### config.mk
export PLATFORM = sky130hd
export DESIGN_NAME = mips_exec_pipe_flat
export DESIGN_NICKNAME = d
export VERILOG_FILES = /design/src/rtl/exec_pkg.sv /design/src/rtl/mips_exec_pipe_if.sv /design/src/rtl/alu32.sv /design/src/rtl/mips_exec_pipe.sv /design/src/flat_wrapper.sv
export SDC_FILE = /design/constraint.sdc
export NUM_CORES = 2
export LEC_CHECK = 0
export ABC_AREA = 1
export CAP_MARGIN = 20
export CORE_UTILIZATION = 48
export DETAILED_ROUTE_END_ITERATION = 10
export GPL_TIMING_DRIVEN = 0
export HOLD_SLACK_MARGIN = 0.05
export PLACE_DENSITY_LB_ADDON = 0.1
export SETUP_SLACK_MARGIN = 0.2
export SYNTH_ARGS = -nofsm -noshare
export SYNTH_HDL_FRONTEND = slang
export SYNTH_HIERARCHICAL = 1
export SYNTH_SLANG_ARGS = --single-unit
export TNS_END_PERCENT = 20
### constraint.sdc
create_clock -name clk -period 13.45 [get_ports clk]
set_input_delay 2.69 -clock clk [delete_from_list [all_inputs] [get_ports clk]]
set_output_delay 2.69 -clock clk [all_outputs]
set_load 0.02 [all_outputs]
### src/rtl/exec_pkg.sv
// rtl/exec_pkg.sv - shared constants, ALU function codes and helpers for the exec pipe
package exec_pkg;
  localparam int DATA_W = 32;
  localparam int NREGS  = 32;

  localparam logic [2:0] ALU_XOR  = 3'b000;
  localparam logic [2:0] ALU_XNOR = 3'b001;
  localparam logic [2:0] ALU_ADD  = 3'b010;
  localparam logic [2:0] ALU_SUB  = 3'b011;
  localparam logic [2:0] ALU_OR   = 3'b100;
  localparam logic [2:0] ALU_NOR  = 3'b101;
  localparam logic [2:0] ALU_AND  = 3'b110;
  localparam logic [2:0] ALU_ZERO = 3'b111;

  function automatic logic [DATA_W-1:0] sext16(input logic [15:0] v);
    return {{16{v[15]}}, v};
  endfunction
endpackage

### src/rtl/mips_exec_pipe_if.sv
// rtl/mips_exec_pipe_if.sv - decoder-to-exec signal bundle with decoder and pipe views
interface mips_exec_pipe_if;
  import exec_pkg::*;

  logic [DATA_W-1:0] ibus;
  logic [NREGS-1:0]  Aselect;
  logic [NREGS-1:0]  Bselect;
  logic [NREGS-1:0]  Dselect;
  logic              Imm;
  logic [2:0]        S;
  logic              Cin;
  logic [DATA_W-1:0] abus;
  logic [DATA_W-1:0] bbus;
  logic [DATA_W-1:0] dbus;
  logic              cout;
  logic              ovf;

  modport master (
    output ibus, Aselect, Bselect, Dselect, Imm, S, Cin,
    input  abus, bbus, dbus, cout, ovf
  );

  modport slave (
    input  ibus, Aselect, Bselect, Dselect, Imm, S, Cin,
    output abus, bbus, dbus, cout, ovf
  );
endinterface

### src/rtl/alu32.sv
// rtl/alu32.sv - combinational 32-bit ALU; flags only carry meaning for ADD and SUB
module alu32
  import exec_pkg::*;
(
  input  logic [DATA_W-1:0] a,
  input  logic [DATA_W-1:0] b,
  input  logic [2:0]        S,
  input  logic              Cin,
  output logic [DATA_W-1:0] result,
  output logic              cout,
  output logic              ovf
);
  logic [DATA_W-1:0] opb_eff;
  logic [DATA_W:0]   sum;

  // One adder serves both ADD and SUB; subtraction relies on Cin = 1 from the decoder
  assign opb_eff = (S == ALU_SUB) ? ~b : b;
  assign sum     = {1'b0, a} + {1'b0, opb_eff} + {{DATA_W{1'b0}}, Cin};

  always_comb begin
    result = '0;
    cout   = 1'b0;
    ovf    = 1'b0;
    case (S)
      ALU_XOR:  result = a ^ b;
      ALU_XNOR: result = ~(a ^ b);
      ALU_ADD, ALU_SUB: begin
        result = sum[DATA_W-1:0];
        cout   = sum[DATA_W];
        ovf    = (a[DATA_W-1] == opb_eff[DATA_W-1]) && (sum[DATA_W-1] != a[DATA_W-1]);
      end
      ALU_OR:   result = a | b;
      ALU_NOR:  result = ~(a | b);
      ALU_AND:  result = a & b;
      default:  result = '0;
    endcase
  end
endmodule

### src/rtl/mips_exec_pipe.sv
// rtl/mips_exec_pipe.sv - register file, EX stage and write-back with EX-to-ID forwarding
module mips_exec_pipe
  import exec_pkg::*;
(
  input  logic             clk,
  input  logic             rst_n,
  mips_exec_pipe_if.slave  bus
);
  logic [DATA_W-1:0] ir;
  logic [DATA_W-1:0] regs [1:NREGS-1];
  logic [DATA_W-1:0] a_q, b_q, imm_q;
  logic [DATA_W-1:0] rf_a, rf_b, op_b, ex_result;
  logic [DATA_W-1:0] dbus_q;
  logic              cout_q, ovf_q, alu_cout, alu_ovf;
  logic [NREGS-1:0]  fwd_a, fwd_b;
  logic              ir_unused;

  // Upper instruction bits are decoded upstream; only the immediate is consumed here
  assign ir_unused = ^ir[DATA_W-1:16];

  always_comb begin
    rf_a = '0;
    rf_b = '0;
    for (int i = 1; i < NREGS; i++) begin
      if (bus.Aselect[i]) rf_a = rf_a | regs[i];
      if (bus.Bselect[i]) rf_b = rf_b | regs[i];
    end
  end

  // r0 is masked out so a write aimed at r0 never leaks into a dependent read
  assign fwd_a    = bus.Aselect & bus.Dselect & ~32'h1;
  assign fwd_b    = bus.Bselect & bus.Dselect & ~32'h1;
  assign bus.abus = (|fwd_a) ? ex_result : rf_a;
  assign bus.bbus = (|fwd_b) ? ex_result : rf_b;

  assign op_b = bus.Imm ? imm_q : b_q;

  alu32 u_alu (
    .a      (a_q),
    .b      (op_b),
    .S      (bus.S),
    .Cin    (bus.Cin),
    .result (ex_result),
    .cout   (alu_cout),
    .ovf    (alu_ovf)
  );

  always_ff @(posedge clk or negedge rst_n) begin
    if (!rst_n) begin
      ir     <= '0;
      a_q    <= '0;
      b_q    <= '0;
      imm_q  <= '0;
      dbus_q <= '0;
      cout_q <= 1'b0;
      ovf_q  <= 1'b0;
      for (int i = 1; i < NREGS; i++) regs[i] <= '0;
    end else begin
      ir     <= bus.ibus;
      a_q    <= bus.abus;
      b_q    <= bus.bbus;
      imm_q  <= sext16(ir[15:0]);
      dbus_q <= ex_result;
      cout_q <= alu_cout;
      ovf_q  <= alu_ovf;
      for (int i = 1; i < NREGS; i++) begin
        if (bus.Dselect[i]) regs[i] <= ex_result;
      end
    end
  end

  assign bus.dbus = dbus_q;
  assign bus.cout = cout_q;
  assign bus.ovf  = ovf_q;
endmodule
### src/flat_wrapper.sv
// flat-port wrapper written by rule: the top's interface ports become plain ports
module mips_exec_pipe_flat import exec_pkg::*;
  (clk, rst_n, bus_ibus, bus_Aselect, bus_Bselect, bus_Dselect, bus_Imm, bus_S, bus_Cin, bus_abus, bus_bbus, bus_dbus, bus_cout, bus_ovf);
  mips_exec_pipe_if bus_i ();
  input  logic clk;
  input  logic rst_n;
  input wire logic [$bits(bus_i.ibus)-1:0] bus_ibus;
  input wire logic [$bits(bus_i.Aselect)-1:0] bus_Aselect;
  input wire logic [$bits(bus_i.Bselect)-1:0] bus_Bselect;
  input wire logic [$bits(bus_i.Dselect)-1:0] bus_Dselect;
  input wire logic [$bits(bus_i.Imm)-1:0] bus_Imm;
  input wire logic [$bits(bus_i.S)-1:0] bus_S;
  input wire logic [$bits(bus_i.Cin)-1:0] bus_Cin;
  output wire logic [$bits(bus_i.abus)-1:0] bus_abus;
  output wire logic [$bits(bus_i.bbus)-1:0] bus_bbus;
  output wire logic [$bits(bus_i.dbus)-1:0] bus_dbus;
  output wire logic [$bits(bus_i.cout)-1:0] bus_cout;
  output wire logic [$bits(bus_i.ovf)-1:0] bus_ovf;
  assign bus_i.ibus = bus_ibus;
  assign bus_i.Aselect = bus_Aselect;
  assign bus_i.Bselect = bus_Bselect;
  assign bus_i.Dselect = bus_Dselect;
  assign bus_i.Imm = bus_Imm;
  assign bus_i.S = bus_S;
  assign bus_i.Cin = bus_Cin;
  assign bus_abus = bus_i.abus;
  assign bus_bbus = bus_i.bbus;
  assign bus_dbus = bus_i.dbus;
  assign bus_cout = bus_i.cout;
  assign bus_ovf = bus_i.ovf;
  mips_exec_pipe u_core (.clk(clk), .rst_n(rst_n), .bus(bus_i));
endmodule
==> results.md <==
* Hold crit path type: flop to flop
* CP Class: input pin to output port
* DR DRC count at 0
* Final hold vios at 0
* Post-synthesis xor/xnor area fraction at 0.004694
* Largest cells by area after synthesis: dfrtp_1, nand2_1, mux2_2
* Gp weighted congestion at 0.9729
* First-pass GRT wire length at 354200 um
* Fraction of registers with async set/reset at 1.000
* Worst r2r src: u_core/imm_q[15]$_DFF_PN0_
* Setup crit end kind: output port
* Tmin final at 11410 ps
* Fillers at 12.18k
* WHS Path Cells at 0
* Clock Latency Late Sink at 780 ps
* Simple-gate portion of the synthesized area at 0.2838
* Post-DP Area at 67080 um2
* Synth Cell Area at 63440 um2
* Worst path required time at 10760 ps
* Met3 wire len at 19390 um
* Final instance area at 71760 um2
* CTS clk-pin slew, worst paths at 70 ps
* DR iter-0 viols at 5051
* Startpoint Class: input pin
* Fmax at 87.64 MHz
* Final Max Tran Viols at 0
* CTS tree: yes
* Final period util at 0.8483
* Fin cells at 10.04k
* Placed instance count at 9790
* Die H at 365.5 um
* CP arrival at 8720 ps
* Pleak at 37.25 nW
* Pin count of the biggest net entering global routing at 168
* GR Overflow Total at 0
* H-Tree Depth at 4
* Status: completed
* Mux contribution to synthesized area at 0.1788
* DR vias at 54.82k
* Syn avg cell area at 8.025 um2
* Post-CTS Setup Inserts at 0
* Synth area leader: dfrtp_1
* Largest family of logic cells by synthesized area: simple AND/OR/NAND/NOR gates
* Post-Synthesis Net Count at 8137
* Pwr Density at 243.3 nW/um2
* Post-synth top area share at 0.4426
* Starting Density at 0.4832
* Slew @ Worst Pin at 1280 ps
* Vias in the first global route at 52.76k
* Full die area at 133600 um2
* Compound-cell area share of the yosys netlist at 0.01302
* CTS resizes at 0
* EDFF count, synth at 0
* Wl on met1 at 96450 um
* Synthesized instance count at 7905
* Vias per inst at 5.461
* VDD IR-drop max at 0.1863 mV
* Commonest cells post-synth: nand2_1, dfrtp_1, mux2_2, nor2_1, inv_1
* FF-to-FF setup slack at 8630 ps
* Inserted Clock Buffers at 133
* Tot Pwr at 17.46 mW
* Post-route ant nets at 0
* Post-Route WL at 245300 um
* Sequential-to-total area share from yosys stat at 0.4426
* TritonCTS Sinks at 1122
* # nets final at 8402
* Flops & latches, synth at 1122
* Fraction of final layout cells sized beyond drive strength 1 at 0.1978
* Cell variety after synth at 43
* Num ports at 233
* Die X at 365.5 um
* DR WL met2 at 112900 um
* Worst R2R End: u_core/b_q[19]$_DFF_PN0_
* Root Buffer: clkbuf_16
* Adder-Cell Fraction of Synth Area at 0.01937
* MaxCap Viol Count at 0
* R2R cell count at 17
* Drt wl/cell at 24.44 um
* Setup TNS at 0 ps
* Most common flop cell mapped by yosys: dfrtp_1
* Area delta synth->final at 13.11%
* First-pass DRT Iterations at 6
* Initial antenna violation count at 22
* RSZ-0062 raised after global routing: no
* Hold Startpoint: u_core/ir[2]$_DFF_PN0_
* Count leader, synth: nand2_1
* HPWL after DPL at 188200 um
* Final setup viols at 0
* Warnings from Yosys at 6
* Final setup skew at 28.10 ps
* Worst Hold End: u_core/imm_q[2]$_DFF_PN0_
* Core Area at 131300 um2
* Gr usage total at 0.3694
* Port bufs at 118
* Cell Rows at 133
* Critical path fanouts, max at 10
* Slew margin rel. at 0.1468
* DR top layer: met5
* Clock Tree Buf Depth at 3
* Worst hold slack at 343.3 ps
* Hold buffer count at cts at 0
[through the flow]
step,setup WS (ps),util
global placement,-43210,0.5089
finish,2040,0.5465
CTS,2188,0.5463
detailed placement,2199,0.5109
floorplan,4869,-
global route,1874,0.5465
[kinds of logic (layout without fill, tap and decap cells)]
logic type	count (synthesis)	after routing
xor+xnor	34	34
flops	1122	1122
other cells	0	10
compound gates	134	134
simple gates	4691	4691
fa+ha+maj	97	97
mux	1007	1007
buf+inv	820	1189
[layout by cell type, fill, tap and decap left out, types with 4 or more instances in the layout]
master / n
clkinv_2: 23
a21oi_1: 31
a311oi_1: 12
o211ai_1: 4
o22ai_1: 5
a32o_1: 6
clkinv_8: 4
inv_2: 22
buf_6: 25
buf_16: 8
inv_1: 292
nor2_1: 708
dfrtp_1: 1122
nand2_1: 3817
o21ai_1: 11
nand3b_1: 7
nor2_2: 5
ha_1: 95
nor3_1: 7
xor2_1: 32
nand2_2: 68
mux2_2: 1007
o21ai_0: 51
bufinv_16: 13
nand3_1: 59
clkbuf_1: 235
clkbuf_16: 141
buf_12: 5
diode_2: 10
o2111a_1: 4
clkbuf_8: 28
nand4_1: 8
clkdlybuf4s50_1: 117
buf_4: 4
buf_2: 262
[registers in the layout (all words and copies together) (netlist names)]
name,cells
u_core/a_q,32
u_core/ir,16
u_core/bus.dbus,32
u_core/b_q,32
u_core/bus.cout,1
u_core/bus.ovf,1
u_core/imm_q,16
u_core/regs,992
[how the worst max path moves through the flow]
stage                     slack (ps)      from                           end
after floorplan                 4870   bus_Imm                  bus_abus[12]
after global placement        -43210     rst_n  u_core/regs[871]$_DFFE_PN0P_
after detailed placement        2200  bus_S[1]                  bus_abus[10]
after CTS                       2190  bus_S[1]                  bus_abus[10]
after global routing            1870  bus_S[1]                  bus_abus[10]
final                           2040  bus_S[1]                   bus_abus[8]
[final cells by class]
| cell class | count | area, um2 | area share |
|---|---|---|---|
| Multi-Input combinational cell | 5963 | 31700 | 0.4418 |
| Buffer | 506 | 2485 | 0.03463 |
| Clock buffer | 189 | 3989 | 0.05559 |
| Inverter | 314 | 1179 | 0.01643 |
| Sequential cell | 1122 | 28080 | 0.3913 |
| Tap cell | 1755 | 2196 | 0.03060 |
| Timing Repair Buffer | 130 | 1436 | 0.02002 |
| Antenna cell | 10 | 25.02 | 0.0003487 |
| Clock inverter | 50 | 665.6 | 0.009276 |
[routing by layer]
metal	up-vias	global-route usage
li1	25170	-
met1	26710	0.4541
met2	2299	0.5929
met3	628	0.07971
met4	6	0.2269
met5	-	0
[worst max-delay path: stages]
cell and delay (ps):
clkdlybuf4s50_1 710, nand3_1 420, buf_2 400, xor2_1 200
fa_1 440, fa_1 380, inv_1 150, nand3_1 90
nand3_1 160, nand2_1 70, nand2_1 180, o21ai_0 130
nand3b_1 890, clkbuf_1 680, nand2_1 110, nand2_1 270
clkdlybuf4s50_1 680
[where the power goes]
part,internal (mW),switching [mW]
Clock,2.32,1.52
Combinational,2.85,4.55
Sequential,4.99,1.24
Total,10.2,7.31
Note: power is estimated with default switching activity, not from simulation.
